$ cat src/rtl/sti_dac_gen.sv
// sti_dac_gen: frames a parallel word into a serial stream and packs that stream into sequential pixel-memory writes.
module sti_dac_gen #(
    parameter int DATA_W  = 16,
    parameter int PIX_W   = 8,
    parameter int NUM_PIX = 256,
    parameter int ADDR_W  = $clog2(NUM_PIX)
) (
    input  logic              clk,
    input  logic              reset,
    input  logic              load,
    input  logic [DATA_W-1:0] pi_data,
    input  logic [1:0]        pi_length,
    input  logic              pi_fill,
    input  logic              pi_msb,
    input  logic              pi_low,
    input  logic              pi_end,
    output logic              pi_ready,
    output logic              so_data,
    output logic              so_valid,
    output logic              pixel_wr,
    output logic [ADDR_W-1:0] pixel_addr,
    output logic [PIX_W-1:0]  pixel_dataout,
    output logic              pixel_finish
);
    localparam int HALF    = DATA_W / 2;
    localparam int FRAME_W = 2 * DATA_W;
    localparam int CW      = $clog2(FRAME_W);
    localparam int PCW     = $clog2(PIX_W);
    localparam logic [ADDR_W-1:0] LAST = ADDR_W'(NUM_PIX - 1);

    typedef enum logic [2:0] {S_IDLE, S_SHIFT, S_FLUSH, S_FILL, S_DONE} state_t;

    state_t             r_state, w_next;
    logic [FRAME_W-1:0] r_frame, w_frame;
    logic [CW-1:0]      r_idx, r_cnt, w_last;
    logic               r_msb, r_end, r_wr, w_bit;
    logic [PIX_W-1:0]   r_pack, r_wdata, w_word;
    logic [PCW-1:0]     r_pcnt, w_pcnt_nxt;
    logic [ADDR_W-1:0]  r_addr;

    // The frame occupies bits [L-1:0]; r_idx walks it in either direction.
    always_comb begin
        w_last     = CW'((int'(pi_length) + 1) * HALF - 1);
        w_frame    = (pi_length == 2'd0) ? FRAME_W'(pi_low ? pi_data[HALF-1:0] : pi_data[DATA_W-1:HALF])
                   : (pi_fill && pi_length[1]) ? FRAME_W'(pi_data) << ((int'(pi_length) - 1) * HALF)
                   : FRAME_W'(pi_data);
        w_bit      = r_frame[r_idx];
        w_pcnt_nxt = (r_pcnt == PCW'(PIX_W - 1)) ? '0 : r_pcnt + 1'b1;
        w_word     = {r_pack[PIX_W-2:0], w_bit};
    end

    always_ff @(posedge clk or negedge reset) begin
        if (!reset) r_state <= S_IDLE;
        else r_state <= w_next;
    end

    always_comb begin
        w_next = r_state;
        case (r_state)
            S_IDLE:  w_next = load ? S_SHIFT : S_IDLE;
            S_SHIFT: w_next = (r_cnt != '0) ? S_SHIFT : !r_end ? S_IDLE
                            : (w_pcnt_nxt != '0) ? S_FLUSH : S_FILL;
            S_FLUSH: w_next = S_FILL;
            S_FILL:  w_next = (r_addr == LAST) ? S_DONE : S_FILL;
            default: w_next = S_DONE;
        endcase
    end

    always_comb begin
        pi_ready      = r_state == S_IDLE;
        so_valid      = r_state == S_SHIFT;
        so_data       = (r_state == S_SHIFT) && w_bit;
        pixel_finish  = r_state == S_DONE;
        pixel_wr      = r_wr;
        pixel_addr    = r_addr;
        pixel_dataout = r_wdata;
    end

    // FILL always follows a write cycle, so each FILL cycle queues the next zero write until LAST.
    always_ff @(posedge clk or negedge reset) begin
        if (!reset) begin
            r_frame <= '0;
            r_idx   <= '0;
            r_cnt   <= '0;
            r_msb   <= 1'b0;
            r_end   <= 1'b0;
            r_pack  <= '0;
            r_pcnt  <= '0;
            r_wr    <= 1'b0;
            r_wdata <= '0;
            r_addr  <= '0;
        end else begin
            if (r_state == S_IDLE && load) begin
                r_frame <= w_frame;
                r_cnt   <= w_last;
                r_idx   <= pi_msb ? w_last : '0;
                r_msb   <= pi_msb;
                r_end   <= pi_end;
            end
            if (r_state == S_SHIFT) begin
                r_idx  <= r_msb ? r_idx - 1'b1 : r_idx + 1'b1;
                r_cnt  <= r_cnt - 1'b1;
                r_pack <= w_word;
                r_pcnt <= w_pcnt_nxt;
            end
            if (r_state == S_FLUSH) r_pcnt <= '0;
            r_wr    <= (r_state == S_SHIFT) ? (w_pcnt_nxt == '0)
                     : (r_state == S_FLUSH) ? 1'b1
                     : (r_state == S_FILL) && (r_addr != LAST);
            r_wdata <= (r_state == S_SHIFT && w_pcnt_nxt == '0) ? w_word
                     : (r_state == S_FLUSH) ? r_pack << (PIX_W - int'(r_pcnt))
                     : (r_state == S_FILL) ? '0 : r_wdata;
            r_addr  <= r_addr + ADDR_W'(r_wr);
        end
    end
endmodule
$ cat config.mk
export PLATFORM = sky130hd
export DESIGN_NAME = sti_dac_gen
export DESIGN_NICKNAME = d
export VERILOG_FILES = /design/src/rtl/sti_dac_gen.sv
export SDC_FILE = /design/constraint.sdc
export NUM_CORES = 1
export LEC_CHECK = 0
export CELL_PAD_IN_SITES_DETAIL_PLACEMENT = 1
export CELL_PAD_IN_SITES_GLOBAL_PLACEMENT = 1
export CORE_MARGIN = 4
export CORE_UTILIZATION = 25
export DETAILED_ROUTE_END_ITERATION = 10
export PLACE_DENSITY = 0.57
export SETUP_SLACK_MARGIN = 0.4
export SLEW_MARGIN = 0
export SYNTH_ARGS = -nofsm -noshare
export SYNTH_HDL_FRONTEND = slang
export SYNTH_SLANG_ARGS = --single-unit
$ cat constraint.sdc
create_clock -name clk -period 3.68 [get_ports clk]
set_clock_uncertainty 0.2 [all_clocks]
set_input_delay 0.552 -clock clk [delete_from_list [all_inputs] [get_ports clk]]
set_output_delay 0.552 -clock clk [all_outputs]
set_load 0.05 [all_outputs]
==> impl_metrics.ini <==
[final_layout]
drive_above_1_share_pct = 8.779
instances_no_fill = 687
final_nets = 504
area_growth_pct = 21.39
nFillCells = 1890
num_antenna_cells = 0
fin_util_pct = 30.87

[routing]
routed_wl_um = 11650
topRoutingLayerUsed = met4
wl_per_cell_um = 16.96
drt-initial-drc-count = 205
ant_nets = 0
wl_met1_um = 5623
vias = 3415
drt_first_pass_iters = 4
dr_wl_met3_um = 399
drcViolationCount = 0
routed_via_density = 4.971
met2_length_um = 5462

[placement]
dp_cells = 676
gp_congestion = 0.7964
place.port_buffers = 45
hpwl_um = 8652
place_ws_ns = 0.2481

[synthesis]
synthesis.nets = 464
ys_ff_latch = 75
ys_warn_count = 0
synth-seq-area-share_pct = 44.50
syn_avg_cell_area_sq_um = 9.878
synth_edf_count = 0
synth_cell_types = 48
synth_ff_type = dfrtp_1
netlist_area_sq_um = 4218
syn_inst = 427
synthArstFlopShare_pct = 100.0

[floorplan]
pin_count = 46
initial_core_util_pct = 25.43
rows = 47
core_sq_um = 16580
die-area_sq_um = 19010
fp.dieW_um = 137.9
die-height_um = 137.9

[timing]
fin_tns_setup_ns = 0
slew_violations = 0
finalCritPeriodShare_pct = 79.97
fmax_mhz = 339.8
finalSetupViolCount = 0
rsz0062_at_grt = false
fin_ws_ns = 0.7369
worst_pin_slew_ns = 0.9703
finalHoldViolations = 0
relSlewSlack_pct = 35.31
period_needed_ns = 2.943

[worst_setup_path]
r2r_slack_ns = 1.03
r2r-start = r_pcnt[0]$_DFFE_PN0P_
cp-end-kind = output port
rr_worst_depth = 7
crit_required_ns = 2.93
worstPathMaxFanout = 14
start_kind = register
endpoint = so_data
critical_path.startpoint = r_idx[1]$_DFFE_PN0P_
critPathKind = reg2out
crit_arrival_ns = 2.19
worstReg2RegEnd = pixel_dataout[0]$_DFFE_PN0P_

[cts]
clk_latency_ns = 0.33
cts_hold_buf = 0
cts_tree = done
cts_buffer_depth = 2
cts-htree-levels = 3
cts_sinks = 75
cts_buffers = 9
cts_root_buf = clkbuf_16
path_clk_slew_ns = 0.05

[global_route]
grt_pass1_vias = 3630
grt.total_usage_pct = 12.85
gr-total-overflow = 0
grt_antenna_before_repair = 0
grt_pass1_wl_um = 19110
grt_start_max_net_pins = 76

[outcome]
status = completed

[power]
p_leak_nw = 2.247
p_per_area_nw_per_um2 = 849.7
power_mw = 4.351
ir_drop_mv = 0.2945

[worst_hold_path]
hold_path.class = in2async

[run]
cap_viol_max_count = 0
-- cell usage after synthesis (all sizes together) (2+ instances only) --
master	instances	share of area [%]
inv	9	0.80
clkinv	2	0.18
mux2i	31	7.4
a21oi	16	1.9
a21o	3	0.53
and2	3	0.45
nand3	6	0.71
o21ai	27	3.2
buf	16	2.2
nand4	4	0.59
a31oi	2	0.30
and3	4	0.59
nand4b	2	0.42
mux4	4	2.1
xor2	3	0.62
nor2b	5	0.74
a22o	22	4.6
dfrtp	75	44
a211oi	5	0.89
nor2	38	3.4
xnor2	8	1.7
nor3	6	0.98
a221oi	8	1.7
ha	11	3.3
nand2	65	6.0
nor4	2	0.65
clkbuf	8	0.71
mux2	8	2.1
a22oi	21	3.7
-- area by class of cell --
cell class                 instances  area, sq um  area share (%)
timing repair buffer              53        500.5           9.775
clock inverter                     1        5.005         0.09775
clock buffer                      10        239.0           4.668
inverter                          11        41.29          0.8065
tap                              220        275.3           5.376
sequential                        75         1881           36.73
multi-input combinational        317         2178           42.55
-- registers in the layout, summed over array words and instances (netlist names) --
name	count
pixel_addr	8
r_pcnt	3
r_idx	5
r_cnt	5
pixel_wr	1
r_frame	32
r_msb	1
r_pack	8
r_state	3
pixel_dataout	8
r_end	1
-- layout by cell type, fill, tap and decap left out, drive strengths merged, types with 2 or more instances in the layout --
cell type,count
dfrtp,75
nand2,65
clkdlybuf4s50,42
nor2,38
mux2i,31
o21ai,27
a22o,22
a22oi,21
a21oi,16
ha,11
clkbuf,11
buf,10
inv,9
xnor2,8
mux2,8
a221oi,8
nand3,6
nor3,6
nor2b,5
a211oi,5
nand4,4
and3,4
mux4,4
and2,3
a21o,3
xor2,3
clkinv,3
nand4b,2
a31oi,2
nor4,2
-- worst min-delay path by stage --
stage | endpoint | slack, ns | depth (start not counted)
detailed placement | r_pack[7]$_DFFE_PN0P_ | 0.27 | 2
finish | pixel_addr[7]$_DFF_PN0_ | 0.17 | 1
global placement | r_pack[7]$_DFFE_PN0P_ | 0.27 | 2
global route | r_pcnt[1]$_DFFE_PN0P_ | 0.27 | 1
CTS | r_pcnt[1]$_DFFE_PN0P_ | 0.23 | 1
floorplan | pixel_addr[0]$_DFF_PN0_ | 0.06 | 0
-- critical path, cell delays in order (launching register included) --
cell	delay, ns
dfrtp_4	0.59
mux2i_1	0.16
a22oi_1	0.21
nand4b_1	0.11
a21oi_1	0.13
nor3_1	0.08
buf_4	0.14
nor2_1	0.12
clkbuf_2	0.30
-- repair_timing --
item,4_1_cts,5_1_grt
buffers inserted,0,0
endpoints found under the setup margin,1,1
gates resized for setup,2,3
-- stage by stage --
step	instance area (sq um)	hold slack [ns]
6_report	5120	0.1694
5_1_grt	5120	0.2707
4_1_cts	5121	0.2254
3_5_place_dp	4877	0.2721
3_3_place_gp	4877	0.2660
2_1_floorplan	4218	0.05641
-- kinds of logic after synthesis --
| kind of cell | after synthesis | synth area share (%) |
|---|---|---|
| compound gates | 112 | 18.84 |
| fa+ha+maj | 12 | 3.738 |
| buf+inv | 35 | 3.857 |
| simple gates | 139 | 15.16 |
| xor+xnor | 11 | 2.284 |
| flops | 75 | 44.50 |
| mux | 43 | 11.63 |
-- routing by layer --
metal / vias to the layer above / GRT usage (%)
li1: 1631 / -
met1: 1704 / 17.23
met2: 68 / 20.93
met3: 12 / 2.177
met4: 0 / 4.555
met5: - / 0
-- where the power goes --
group / switching [mW] / internal, mW / total [mW]
combinational: 1.19 / 0.861 / 2.05
sequential: 0.388 / 1.15 / 1.54
clock: 0.312 / 0.454 / 0.766
Note: power is estimated with default switching activity, not from simulation.
